`src/rtl/hpdcache_pkg.sv`:
```
// hpdcache_pkg: shared write-buffer entry state and time counter types.
package hpdcache_pkg;
  localparam int HPDCACHE_WBUF_TIMECNT_W = 3;
  typedef enum logic [1:0] {WBUF_FREE, WBUF_OPEN, WBUF_PEND, WBUF_SENT} wbuf_state_e;
  typedef logic [HPDCACHE_WBUF_TIMECNT_W-1:0] wbuf_timecnt_t;
endpackage

```
`src/rtl/hpdcache_wbuf_send_sched_if.sv`:
```
// hpdcache_wbuf_send_sched_if: alloc/hit/flush/send/ack bundle of the wbuf scheduler.
interface hpdcache_wbuf_send_sched_if #(
  parameter int N_ENTRIES     = 8,
  parameter int TIMECNT_WIDTH = 3,
  parameter int IDX_W         = $clog2(N_ENTRIES)
);
  logic [TIMECNT_WIDTH-1:0] cfg_threshold_i;
  logic                     cfg_reset_timecnt_on_write_i;
  logic                     alloc_req_i;
  logic                     alloc_gnt_o;
  logic [IDX_W-1:0]         alloc_idx_o;
  logic                     hit_i;
  logic [IDX_W-1:0]         hit_idx_i;
  logic                     flush_all_i;
  logic                     send_valid_o;
  logic                     send_ready_i;
  logic [IDX_W-1:0]         send_idx_o;
  logic                     ack_i;
  logic [IDX_W-1:0]         ack_idx_i;
  logic                     full_o;
  logic                     empty_o;
  logic [N_ENTRIES-1:0]     open_vec_o;
  modport slave (
    input  cfg_threshold_i, cfg_reset_timecnt_on_write_i, alloc_req_i, hit_i, hit_idx_i,
           flush_all_i, send_ready_i, ack_i, ack_idx_i,
    output alloc_gnt_o, alloc_idx_o, send_valid_o, send_idx_o, full_o, empty_o, open_vec_o
  );
  modport master (
    output cfg_threshold_i, cfg_reset_timecnt_on_write_i, alloc_req_i, hit_i, hit_idx_i,
           flush_all_i, send_ready_i, ack_i, ack_idx_i,
    input  alloc_gnt_o, alloc_idx_o, send_valid_o, send_idx_o, full_o, empty_o, open_vec_o
  );
endinterface

```
`src/rtl/hpdcache_rr_pick.sv`:
```
// hpdcache_rr_pick: first set request scanning upward from ptr_i, wrapping.
module hpdcache_rr_pick #(
  parameter int N = 8,
  parameter int W = $clog2(N)
) (
  input  logic [N-1:0] req_i,
  input  logic [W-1:0] ptr_i,
  output logic [N-1:0] gnt_o,
  output logic [W-1:0] idx_o,
  output logic         valid_o
);
  assign valid_o = |req_i;
  always_comb begin
    idx_o = '0;
    gnt_o = '0;
    for (int k = N - 1; k >= 0; k--)
      if (req_i[(int'(ptr_i) + k) % N]) idx_o = W'((int'(ptr_i) + k) % N);
    if (valid_o) gnt_o[idx_o] = 1'b1;
  end
endmodule

```
`src/rtl/hpdcache_wbuf_send_sched.sv`:
```
// hpdcache_wbuf_send_sched: wbuf entry lifecycle (alloc, aging, rr send, ack free).
module hpdcache_wbuf_send_sched
  import hpdcache_pkg::*;
#(
  parameter int N_ENTRIES     = 8,
  parameter int TIMECNT_WIDTH = HPDCACHE_WBUF_TIMECNT_W
) (
  input logic clk_i,
  input logic rst_ni,
  hpdcache_wbuf_send_sched_if.slave bus
);
  localparam int IDX_W = $clog2(N_ENTRIES);
  wbuf_state_e              state_q [N_ENTRIES];
  wbuf_state_e              state_d [N_ENTRIES];
  logic [TIMECNT_WIDTH-1:0] cnt_q   [N_ENTRIES];
  logic [TIMECNT_WIDTH-1:0] cnt_d   [N_ENTRIES];
  logic [IDX_W-1:0]         rr_q, rr_d, lock_idx_q, alloc_idx, pick_idx;
  logic                     lock_q, pick_vld, hs, gnt;
  logic [N_ENTRIES-1:0]     free_v, open_v, pend_v, sent_v, pick_gnt;
  always_comb begin
    free_v = '0;
    open_v = '0;
    pend_v = '0;
    sent_v = '0;
    for (int i = 0; i < N_ENTRIES; i++) begin
      free_v[i] = state_q[i] == WBUF_FREE;
      open_v[i] = state_q[i] == WBUF_OPEN;
      pend_v[i] = state_q[i] == WBUF_PEND;
      sent_v[i] = state_q[i] == WBUF_SENT;
    end
  end
  always_comb begin
    alloc_idx = '0;
    for (int i = N_ENTRIES - 1; i >= 0; i--) if (free_v[i]) alloc_idx = IDX_W'(i);
  end
  // A stalled offer restarts the scan at the offered entry, so it stays first until accepted.
  hpdcache_rr_pick #(.N(N_ENTRIES), .W(IDX_W)) u_pick (
    .req_i  (pend_v),
    .ptr_i  (lock_q ? lock_idx_q : rr_q),
    .gnt_o  (pick_gnt),
    .idx_o  (pick_idx),
    .valid_o(pick_vld)
  );
  assign gnt  = bus.alloc_req_i & |free_v;
  assign hs   = pick_vld & bus.send_ready_i;
  assign rr_d = hs ? (pick_idx == IDX_W'(N_ENTRIES - 1) ? '0 : pick_idx + 1'b1) : rr_q;
  always_comb begin
    for (int i = 0; i < N_ENTRIES; i++) begin
      state_d[i] = state_q[i];
      cnt_d[i]   = cnt_q[i];
      case (state_q[i])
        WBUF_FREE: if (gnt && alloc_idx == IDX_W'(i)) begin
          state_d[i] = WBUF_OPEN;
          cnt_d[i]   = '0;
        end
        WBUF_OPEN: begin
          cnt_d[i] = &cnt_q[i] ? cnt_q[i] : cnt_q[i] + 1'b1;
          if (bus.flush_all_i) state_d[i] = WBUF_PEND;
          else if (bus.hit_i && bus.hit_idx_i == IDX_W'(i) && bus.cfg_reset_timecnt_on_write_i) cnt_d[i] = '0;
          else if (cnt_q[i] >= bus.cfg_threshold_i) state_d[i] = WBUF_PEND;
        end
        WBUF_PEND: if (hs && pick_gnt[i]) state_d[i] = WBUF_SENT;
        WBUF_SENT: if (bus.ack_i && bus.ack_idx_i == IDX_W'(i)) state_d[i] = WBUF_FREE;
        default: state_d[i] = WBUF_FREE;
      endcase
    end
  end
  always_ff @(posedge clk_i or negedge rst_ni)
    if (!rst_ni) begin
      for (int i = 0; i < N_ENTRIES; i++) begin
        state_q[i] <= WBUF_FREE;
        cnt_q[i]   <= '0;
      end
      rr_q       <= '0;
      lock_q     <= 1'b0;
      lock_idx_q <= '0;
    end else begin
      state_q    <= state_d;
      cnt_q      <= cnt_d;
      rr_q       <= rr_d;
      lock_q     <= pick_vld & ~bus.send_ready_i;
      lock_idx_q <= pick_idx;
    end
  assign bus.alloc_gnt_o  = gnt;
  assign bus.alloc_idx_o  = alloc_idx;
  assign bus.send_valid_o = pick_vld;
  assign bus.send_idx_o   = pick_idx;
  assign bus.full_o       = ~|free_v;
  assign bus.empty_o      = &free_v;
  assign bus.open_vec_o   = open_v;
  a_ack_sent: assert property (@(posedge clk_i) disable iff (!rst_ni) bus.ack_i |-> sent_v[bus.ack_idx_i]);
endmodule

```
`src/flat_wrapper.sv`:
```
// flat-port wrapper written by rule: the top's interface ports become plain ports
module hpdcache_wbuf_send_sched_flat import hpdcache_pkg::*;
#(
  parameter int N_ENTRIES     = 8,
  parameter int TIMECNT_WIDTH = HPDCACHE_WBUF_TIMECNT_W
)
  (clk_i, rst_ni, bus_cfg_threshold_i, bus_cfg_reset_timecnt_on_write_i, bus_alloc_req_i, bus_hit_i, bus_hit_idx_i, bus_flush_all_i, bus_send_ready_i, bus_ack_i, bus_ack_idx_i, bus_alloc_gnt_o, bus_alloc_idx_o, bus_send_valid_o, bus_send_idx_o, bus_full_o, bus_empty_o, bus_open_vec_o);
  hpdcache_wbuf_send_sched_if #(.N_ENTRIES(N_ENTRIES), .TIMECNT_WIDTH(TIMECNT_WIDTH)) bus_i ();
  input logic clk_i;
  input logic rst_ni;
  input wire logic [$bits(bus_i.cfg_threshold_i)-1:0] bus_cfg_threshold_i;
  input wire logic [$bits(bus_i.cfg_reset_timecnt_on_write_i)-1:0] bus_cfg_reset_timecnt_on_write_i;
  input wire logic [$bits(bus_i.alloc_req_i)-1:0] bus_alloc_req_i;
  input wire logic [$bits(bus_i.hit_i)-1:0] bus_hit_i;
  input wire logic [$bits(bus_i.hit_idx_i)-1:0] bus_hit_idx_i;
  input wire logic [$bits(bus_i.flush_all_i)-1:0] bus_flush_all_i;
  input wire logic [$bits(bus_i.send_ready_i)-1:0] bus_send_ready_i;
  input wire logic [$bits(bus_i.ack_i)-1:0] bus_ack_i;
  input wire logic [$bits(bus_i.ack_idx_i)-1:0] bus_ack_idx_i;
  output wire logic [$bits(bus_i.alloc_gnt_o)-1:0] bus_alloc_gnt_o;
  output wire logic [$bits(bus_i.alloc_idx_o)-1:0] bus_alloc_idx_o;
  output wire logic [$bits(bus_i.send_valid_o)-1:0] bus_send_valid_o;
  output wire logic [$bits(bus_i.send_idx_o)-1:0] bus_send_idx_o;
  output wire logic [$bits(bus_i.full_o)-1:0] bus_full_o;
  output wire logic [$bits(bus_i.empty_o)-1:0] bus_empty_o;
  output wire logic [$bits(bus_i.open_vec_o)-1:0] bus_open_vec_o;
  assign bus_i.cfg_threshold_i = bus_cfg_threshold_i;
  assign bus_i.cfg_reset_timecnt_on_write_i = bus_cfg_reset_timecnt_on_write_i;
  assign bus_i.alloc_req_i = bus_alloc_req_i;
  assign bus_i.hit_i = bus_hit_i;
  assign bus_i.hit_idx_i = bus_hit_idx_i;
  assign bus_i.flush_all_i = bus_flush_all_i;
  assign bus_i.send_ready_i = bus_send_ready_i;
  assign bus_i.ack_i = bus_ack_i;
  assign bus_i.ack_idx_i = bus_ack_idx_i;
  assign bus_alloc_gnt_o = bus_i.alloc_gnt_o;
  assign bus_alloc_idx_o = bus_i.alloc_idx_o;
  assign bus_send_valid_o = bus_i.send_valid_o;
  assign bus_send_idx_o = bus_i.send_idx_o;
  assign bus_full_o = bus_i.full_o;
  assign bus_empty_o = bus_i.empty_o;
  assign bus_open_vec_o = bus_i.open_vec_o;
  hpdcache_wbuf_send_sched #(.N_ENTRIES(N_ENTRIES), .TIMECNT_WIDTH(TIMECNT_WIDTH)) u_core (.clk_i(clk_i), .rst_ni(rst_ni), .bus(bus_i));
endmodule
```
`config.mk`:
```
export PLATFORM = sky130hd
export DESIGN_NAME = hpdcache_wbuf_send_sched_flat
export DESIGN_NICKNAME = d
export VERILOG_FILES = /design/src/rtl/hpdcache_pkg.sv /design/src/rtl/hpdcache_wbuf_send_sched_if.sv /design/src/rtl/hpdcache_rr_pick.sv /design/src/rtl/hpdcache_wbuf_send_sched.sv /design/src/flat_wrapper.sv
export SDC_FILE = /design/constraint.sdc
export NUM_CORES = 1
export LEC_CHECK = 0
export ABC_AREA = 1
export BUFFER_PORTS_ARGS = -buffer_cell sky130_fd_sc_hd__buf_2
export CORE_ASPECT_RATIO = 0.75
export CORE_MARGIN = 10
export CORE_UTILIZATION = 62
export DETAILED_ROUTE_END_ITERATION = 10
export PLACE_DENSITY = 0.88
export SYNTH_ARGS = -nofsm -noshare
export SYNTH_HDL_FRONTEND = slang
export SYNTH_SLANG_ARGS = --single-unit
```
`constraint.sdc`:
```
create_clock -name clk_i -period 3 [get_ports clk_i]
set_clock_uncertainty 0.15 [all_clocks]
set_input_delay 0.15 -clock clk_i [delete_from_list [all_inputs] [get_ports clk_i]]
set_output_delay 0.15 -clock clk_i [all_outputs]
set_load 0.02 [all_outputs]
```
# Word level (Yosys, flattened, before mapping)
# Index checks and enable logic that the tools add are counted.
[totals] register_bits=47 in_bits=17 out_inout_bits=18 elab_cells=385
[op_classes] addsub=16 order_cmp=18 eq_ne=86 muxes=140 bitwise=11 n_reduce_logical=95
[op_table] cell="$mux W3" n=50
[op_table] cell="$mux W2" n=48
[op_table] cell="$pmux W2 S4" n=8
[op_table] cell="$pmux W3 S2" n=8
[op_table] cell="$logic_and A1 B1 Y1" n=41
[op_table] cell="$reduce_and A5 Y1" n=8
[op_table] cell="$eq A3 B3 Y1 const B" n=13
[op_table] cell="$lt A4 B5 Y1 const B" n=7
[op_table] cell="$eq A2 B2 Y1 const B" n=16
[op_table] cell="$ne A2 B2 Y1 const B" n=16
[op_table] cell="$add A3 B1 Y3 const B" n=10
[op_table] cell="$bmux W1 S3" n=8
[op_table] cell="$ge A3 B3 Y1" n=8
[op_table] cell="$ne A3 B2 Y1 const B" n=8
[op_table] cell="$ne A3 B3 Y1 const B" n=8
[op_table] cell="$reduce_and A3 Y1" n=8
[op_table] cell="$reduce_or A3 Y1" n=7
[op_table] cell="$eq A3 B2 Y1 const B" n=6
[op_table] cell="$eq A2 B1 Y1 const B" n=8
[op_table] cell="$logic_not A2 Y1" n=8
[op_table] cell="$mux W1" n=16
[op_table] cell="$ne A2 B1 Y1 const B" n=8
[op_table] cell="$reduce_and A2 Y1" n=8
[op_table] cell="$reduce_bool A2 Y1" n=8
[op_table] cell="14 further kinds" n=32

# Depth between registers and ports, before layout
[logic_depth] ltp_word=23 mapped_depth=26 mapped_depth_nobuf=25

# By module
# A second synthesis with hierarchy kept.
[hier_totals] cells_unflattened=670 hier_area_um2=4760.8
[by_module_without_submodules] mod="hpdcache_wbuf_send_sched" instances=1 cells_each=530 area_each_um2=3948.8 seq_area_each_um2=1176.1
[by_module_without_submodules] mod="hpdcache_rr_pick" instances=1 cells_each=140 area_each_um2=812.0 seq_area_each_um2=0.0

# Least setup slack after synthesis
# No wires, ideal clock.
[synth_timing] path_type="reg-to-reg" start="register u_core.lock_q" end="register u_core.state_q[3] (netlist bit)" setup_ns=0.117 arrival_ns=2.422 required_ns=2.733 setup_slack_ns=0.311 stages_incl_launch_ff=22 n_path_buf=1 synth_period_minus_slack_ns=2.689 path_cell_list="dfrtp_1 buf_6 nand2_1 nand2_4 ha_1 inv_1 nand3_1 nand3_1 inv_1 nand2_1 nand2_1 nand2_1 nand2_1 nand2_1 nand2_1 nand2_1 a21boi_2 nand3_2 nand2_2 nand2_1 nand2_1 nand2_1"
[synth_via] elab_chain_len=21 word_cells_on_any_way=48 classes_between="7 x add/sub; 2 x order compare; 1 x eq/ne; 35 x mux; 3 x reduce/logical"
[synth_rtl] element="start, declared" line_no="hpdcache_wbuf_send_sched.sv:18" source="logic lock_q, pick_vld, hs, gnt;"
[synth_rtl] element="start signal, assigned" line_no="hpdcache_wbuf_send_sched.sv:81" source="lock_q <= pick_vld & ~bus.send_ready_i;"
[synth_rtl] element="$mux W3 *" line_no="hpdcache_wbuf_send_sched.sv:39" source=".ptr_i (lock_q ? lock_idx_q : rr_q),"
[synth_rtl] element="$add A3 B3 Y3" line_no="hpdcache_rr_pick.sv:17" source="if (req_i[(int'(ptr_i) + k) % N]) idx_o = W'((int'(ptr_i) + k) % N);"
[synth_rtl] element="$bmux W1 S3" line_no="hpdcache_rr_pick.sv:17"
[synth_rtl] element="$mux W1 (implied by the code) (2 in series)" line_no="hpdcache_rr_pick.sv:17"
[synth_rtl] element="$mux W3 (7 in series)" line_no="hpdcache_rr_pick.sv:17"
[synth_rtl] element="$mux W3 *" line_no="hpdcache_rr_pick.sv:17"
[synth_rtl] element="net bus_send_idx_o[2]" line_no="flat_wrapper.sv:23" source="output wire logic [$bits(bus_i.send_idx_o)-1:0] bus_send_idx_o;"
[synth_rtl] element="$lt A3 B4 Y1 (implied by the code) / $ge A3 B1 Y1 (equally long branches)" line_no="hpdcache_rr_pick.sv:18" source="if (valid_o) gnt_o[idx_o] = 1'b1;"
[synth_rtl] element="$logic_and A1 B1 Y1 (implied by the code)" line_no="hpdcache_rr_pick.sv:18"
[synth_rtl] element="$mux W1 (implied by the code)" line_no="hpdcache_rr_pick.sv:18"
[synth_rtl] element="$demux W1 S3 *" line_no="hpdcache_rr_pick.sv:18"
[synth_rtl] element="$mux W8 *" line_no="hpdcache_rr_pick.sv:18"
[synth_rtl] element="$logic_and A1 B1 Y1 *" line_no="hpdcache_wbuf_send_sched.sv:62" source="WBUF_PEND: if (hs && pick_gnt[i]) state_d[i] = WBUF_SENT;"
[synth_rtl] element="$ne A2 B1 Y1 (no line) *"
[synth_rtl] element="$reduce_and A5 Y1 (no line) *"
[synth_rtl] element="end signal, assigned" line_no="hpdcache_wbuf_send_sched.sv:78" source="state_q <= state_d;"
[synth_rtl] element="end, declared" line_no="hpdcache_wbuf_send_sched.sv:13" source="wbuf_state_e state_q [N_ENTRIES];"
# The timed path passes the listed nets; every way through them passes the cells marked *. The select of a mux whose other input is x is not followed.
# A chain may end at the register's enable or synchronous reset.

# Worst setup path after layout
[layout_timing] start="register u_core.lock_q" end="output port bus_send_idx_o[2]"
[layout_via] elab_chain_len=13 word_cells_on_any_way=39 classes_between="7 x add/sub; 32 x mux"
[layout_rtl] element="$mux W3 *" line_no="hpdcache_wbuf_send_sched.sv:39"
[layout_rtl] element="$add A3 B3 Y3" line_no="hpdcache_rr_pick.sv:17"
[layout_rtl] element="$bmux W1 S3" line_no="hpdcache_rr_pick.sv:17"
[layout_rtl] element="$mux W1 (implied by the code) (2 in series)" line_no="hpdcache_rr_pick.sv:17"
[layout_rtl] element="$mux W3 (7 in series)" line_no="hpdcache_rr_pick.sv:17"
[layout_rtl] element="$mux W3 *" line_no="hpdcache_rr_pick.sv:17"
[layout_rtl] element="end, declared" line_no="flat_wrapper.sv:23"
# Every way passes the cells marked *; elsewhere a longest branch is shown, timed or not. The select of a mux whose other input is x is not followed.

==> reports/results.md <==
| Stage | Quantity | Reported |
|:---|:---|:---|
| clock network | Clock latency on the worst-skew pair | 0.32 ns |
| layout | Layout cells sized above 1 | 0.187 |
| grt | Global-route wire length before repair | 21100 um |
| route | Average detailed-routed wire length per instance | 16.2 um |
| sta | Maximum clock frequency | 346 MHz |
| synthesis | Synth Register Bits | 47 |
| setup path | Most common cell type on the critical path | sky130_fd_sc_hd__nand2_1 |
| layout | Final Instance Area | 0.00549 sq mm |
| setup path | Category of the worst setup path capture point | output pin |
| grt | Total GRT Usage | 0.225 |
| route | Number of nets with antenna violations after detailed routing | 0 |
| synthesis | Per-instance average area after synthesis | 7.09 sq um |
| synthesis | Post-synth top flop | sky130_fd_sc_hd__dfrtp_1 |
| synthesis | Post-synth design cell area | 0.00475 sq mm |
| sta | Post-route fraction of the period consumed by the critical path | 0.963 |
| synthesis | Mux contribution to synthesized area | 0 |
| clock network | Root Buffer | sky130_fd_sc_hd__clkbuf_8 |
| die | Core Region | 0.00740 sq mm |
| synthesis | Largest area contributor in the synthesized netlist | sky130_fd_sc_hd__dfrtp_1 |
| route | Via count of the routed design | 4812 |
| clock network | Maximum clock insertion buffer count | 2 |
| synthesis | Synthesized-area fraction occupied by ao, oa, aoi and oai cells | 0.136 |
| min path | Cells on Worst Hold Path | 5 |
| die | Width of the die | 121 um |
| synthesis | FFs w/ async S/R, synth | 1.00 |
| clock network | Clock buffers created by TritonCTS | 5 |
| sta | Final setup violation count | 0 |
| synthesis | Main area contributors after synthesis | sky130_fd_sc_hd__dfrtp_1 25%, sky130_fd_sc_hd__ha_1 19%, sky130_fd_sc_hd__nand2_1 13%, sky130_fd_sc_hd__inv_1 9.2%, sky130_fd_sc_hd__nand3_1 6.1% |
| min path | HP Class | input port to flip-flop |
| sta | Count of final max-slew check failures | 0 |
| route | 1st-pass router iterations | 5 |
| sta | Final Hold Fails | 0 |
| place | Worst-case setup slack after placement | -0.0791 ns |
| layout | Area grow syn2layout | 15.5% |
| synthesis | Net count after synthesis | 761 |
| synthesis | Most common cell in the netlist | sky130_fd_sc_hd__nand2_1 |
| route | Total detailed-routing wirelength | 13500 um |
| sta | Final min period | 2.89 ns |
| route | DRC violation total after the first TritonRoute iteration | 553 |
| layout | Final design utilization | 0.741 |
| grt | Vias in the first global route | 4492 |
| synthesis | Share of the synthesized netlist area taken by xor and xnor gates | 0.00553 |
| setup path | Critical Path Max Stage Delay | 0.50 ns |
| route | Total DRC errors in the routed layout | 0 |
| place | Detail Placement HPWL | 10600 um |
| clock network | Clock Sink Count | 47 |
| route | Via-per-instance ratio | 5.76 |
| synthesis | Synth unique cells | 43 |
| setup path | Required arrival time at the worst endpoint | 2.70 ns |
| clock network | Max H-tree Level | 2 |
| setup path | Type of the setup path with the least slack | flip-flop to output pin |
| synthesis | Share of the yosys chip area belonging to registers | 0.248 |
| place | Port Buffers | 34 |
| clock network | Clock tree from TritonCTS | built |
| setup path | Biggest fanout along the worst timing path | 8 |
| layout | Filler Cell Count | 571 |
| sta | Setup repair after global routing missed its margin | yes |
| synthesis | Dominant combinational cell family by area after synthesis | simple AND/OR/NAND/NOR gates |
| synthesis | Synth Area in Simple Gates | 0.315 |
| layout | Layout Nets | 824 |
| synthesis | Area fraction of the dominant cell type after synthesis | 0.248 |
| synthesis | Adder-Cell Fraction of Synth Area | 0.195 |
| layout | ANT cells | 0 |
| die | Y dimension of the die | 95.8 um |
| die | I/O Pins | 35 |
| place | Post-detailed-placement cell area | 0.00509 sq mm |
| setup path | Standard cell with the maximum stage delay on the critical path | sky130_fd_sc_hd__dfrtp_2 |
| setup path | Startpoint Class | flip-flop |
| synthesis | Number of warnings issued by yosys | 0 |
| setup path | Ordered cell list for the critical path | clkinv_4 > nand2_4 > nand2_4 > ha_4 > buf_6 > nand3_4 > nand3_4 > buf_4 > nand2_1 > inv_1 > nand2_1 > nand2_1 > nand2_1 > nand2_1 > nand2_2 > a21boi_2 > buf_2 |
| job | MaxCap Viol Count | 0 |
| setup path | Critical Path AT | 2.59 ns |
| die | Total die area | 0.0116 sq mm |
| die | Initial core utilization | 0.642 |
| grt | Pin count of the biggest net entering global routing | 48 |
| place | GPL Wtd Cong | 1.04 |
| grt | Initial antenna violation count | 0 |
| grt | Total congestion overflow after global routing | 0 |
| status | Run status | complete, no violations |
| synthesis | Instance count of the mapped netlist | 670 |
| synthesis | Commonest cells post-synth | 160 x sky130_fd_sc_hd__nand2_1, 117 x sky130_fd_sc_hd__inv_1, 74 x sky130_fd_sc_hd__ha_1 |
| die | Row Count | 27 |
| setup path | Register-to-Register Path Depth | 24 |
| sta | Relative slew slack | 0.263 |
| sta | Final worst slack | 0.112 ns |
| synthesis | Number of enable-type register cells in the synthesized netlist | 0 |
| clock network | Register clock-pin slew on the reported worst setup and hold paths | 0.10 ns |
| sta | Transition time at the pin with the least slew margin | 1.10 ns |
layout by cell type (no fill, tap or decap), types with 4 or more instances in the layout:
cell type	n
sky130_fd_sc_hd__ha_1	71
sky130_fd_sc_hd__nand4_1	7
sky130_fd_sc_hd__buf_6	4
sky130_fd_sc_hd__o21ai_0	36
sky130_fd_sc_hd__a211oi_1	6
sky130_fd_sc_hd__nor4_1	4
sky130_fd_sc_hd__inv_1	114
sky130_fd_sc_hd__nand2_1	150
sky130_fd_sc_hd__nor3_1	4
sky130_fd_sc_hd__or2_2	6
sky130_fd_sc_hd__nand2_4	8
sky130_fd_sc_hd__nand2_8	4
sky130_fd_sc_hd__dfrtp_1	46
sky130_fd_sc_hd__a21oi_1	37
sky130_fd_sc_hd__o22ai_1	5
sky130_fd_sc_hd__nor2_1	37
sky130_fd_sc_hd__nand3_1	53
sky130_fd_sc_hd__clkbuf_8	5
sky130_fd_sc_hd__inv_2	5
sky130_fd_sc_hd__buf_4	20
sky130_fd_sc_hd__nand3_2	9
sky130_fd_sc_hd__nand2_2	22
sky130_fd_sc_hd__buf_2	32
final timing paths:
kind / slack, ns / start / to
min: 0.15 / bus_ack_i / u_core.state_q[5]
min reg2reg: 0.35 / u_core.cnt_q[18] / u_core.cnt_q[18]
min in group asynchronous: 0.42 / rst_ni / u_core.cnt_q[9]
max in group asynchronous: 1.53 / rst_ni / u_core.lock_q
max: 0.11 / u_core.lock_q / bus_send_idx_o[2]
max reg2reg: 0.13 / u_core.lock_q / u_core.state_q[4]
worst max-delay path: cells and delay by family, from the launching register on:
kind	cells	cell delay, ns
compound gates	1	0.17
fa+ha+maj	1	0.30
buf+inv	5	0.62
flops	1	0.50
simple gates	10	0.69
cells by family (layout without fill, tap and decap cells):
family                   count (synthesis)  in the layout
buffers and inverters                  123            187
flip-flops                              47             47
XOR/XNOR                                 3              3
AO/OA/AOI/OAI                          109            109
AND/OR/NAND/NOR                        314            314
adder cells (fa/ha/maj)                 74             74
area by class of cell:
class                           instances  area, sq um  area share
Timing Repair Buffer                   58          375      0.0684
Tap cell                              101          126      0.0230
Sequential cell                        47         1180       0.215
Multi-Input combinational cell        500         3260       0.594
Clock inverter                          2         12.5     0.00228
Clock buffer                            6         72.6      0.0132
Inverter                              121          462      0.0842
stage by stage:
| stage | hold WS, ns | instances | setup TNS [ns] |
|---|---|---|---|
| global route | 0.160 | 835 | -0.303 |
| CTS | 0.172 | 823 | 0 |
| finish | 0.147 | 835 | 0 |
| detailed placement | 0.192 | 811 | -0.448 |
| floorplan | -0.296 | 670 | 0 |
| global placement | 0.185 | 811 | 0 |
flip-flops by register name (all words and copies together), names as in the netlist:
register,flops
u_core.state_q,16
u_core.lock_idx_q,3
u_core.rr_q,3
u_core.cnt_q,24
u_core.lock_q,1
layer usage:
metal | track usage | part of all wire
met5 | 0 | 0
met4 | 0.0561 | 0.013
met3 | 0.0526 | 0.093
met2 | 0.358 | 0.45
met1 | 0.303 | 0.44
repair_timing:
action	4_1_cts	5_1_grt
setup buffers	2	12
pin swaps	1	20
hold endpoints to repair	48	0
hold buffers	2	0
resized for setup	2	47
endpoints found under the setup margin	13	25
Power is not shown: default switching activity piles up to over one toggle a cycle in this logic, so the estimate is an artifact.
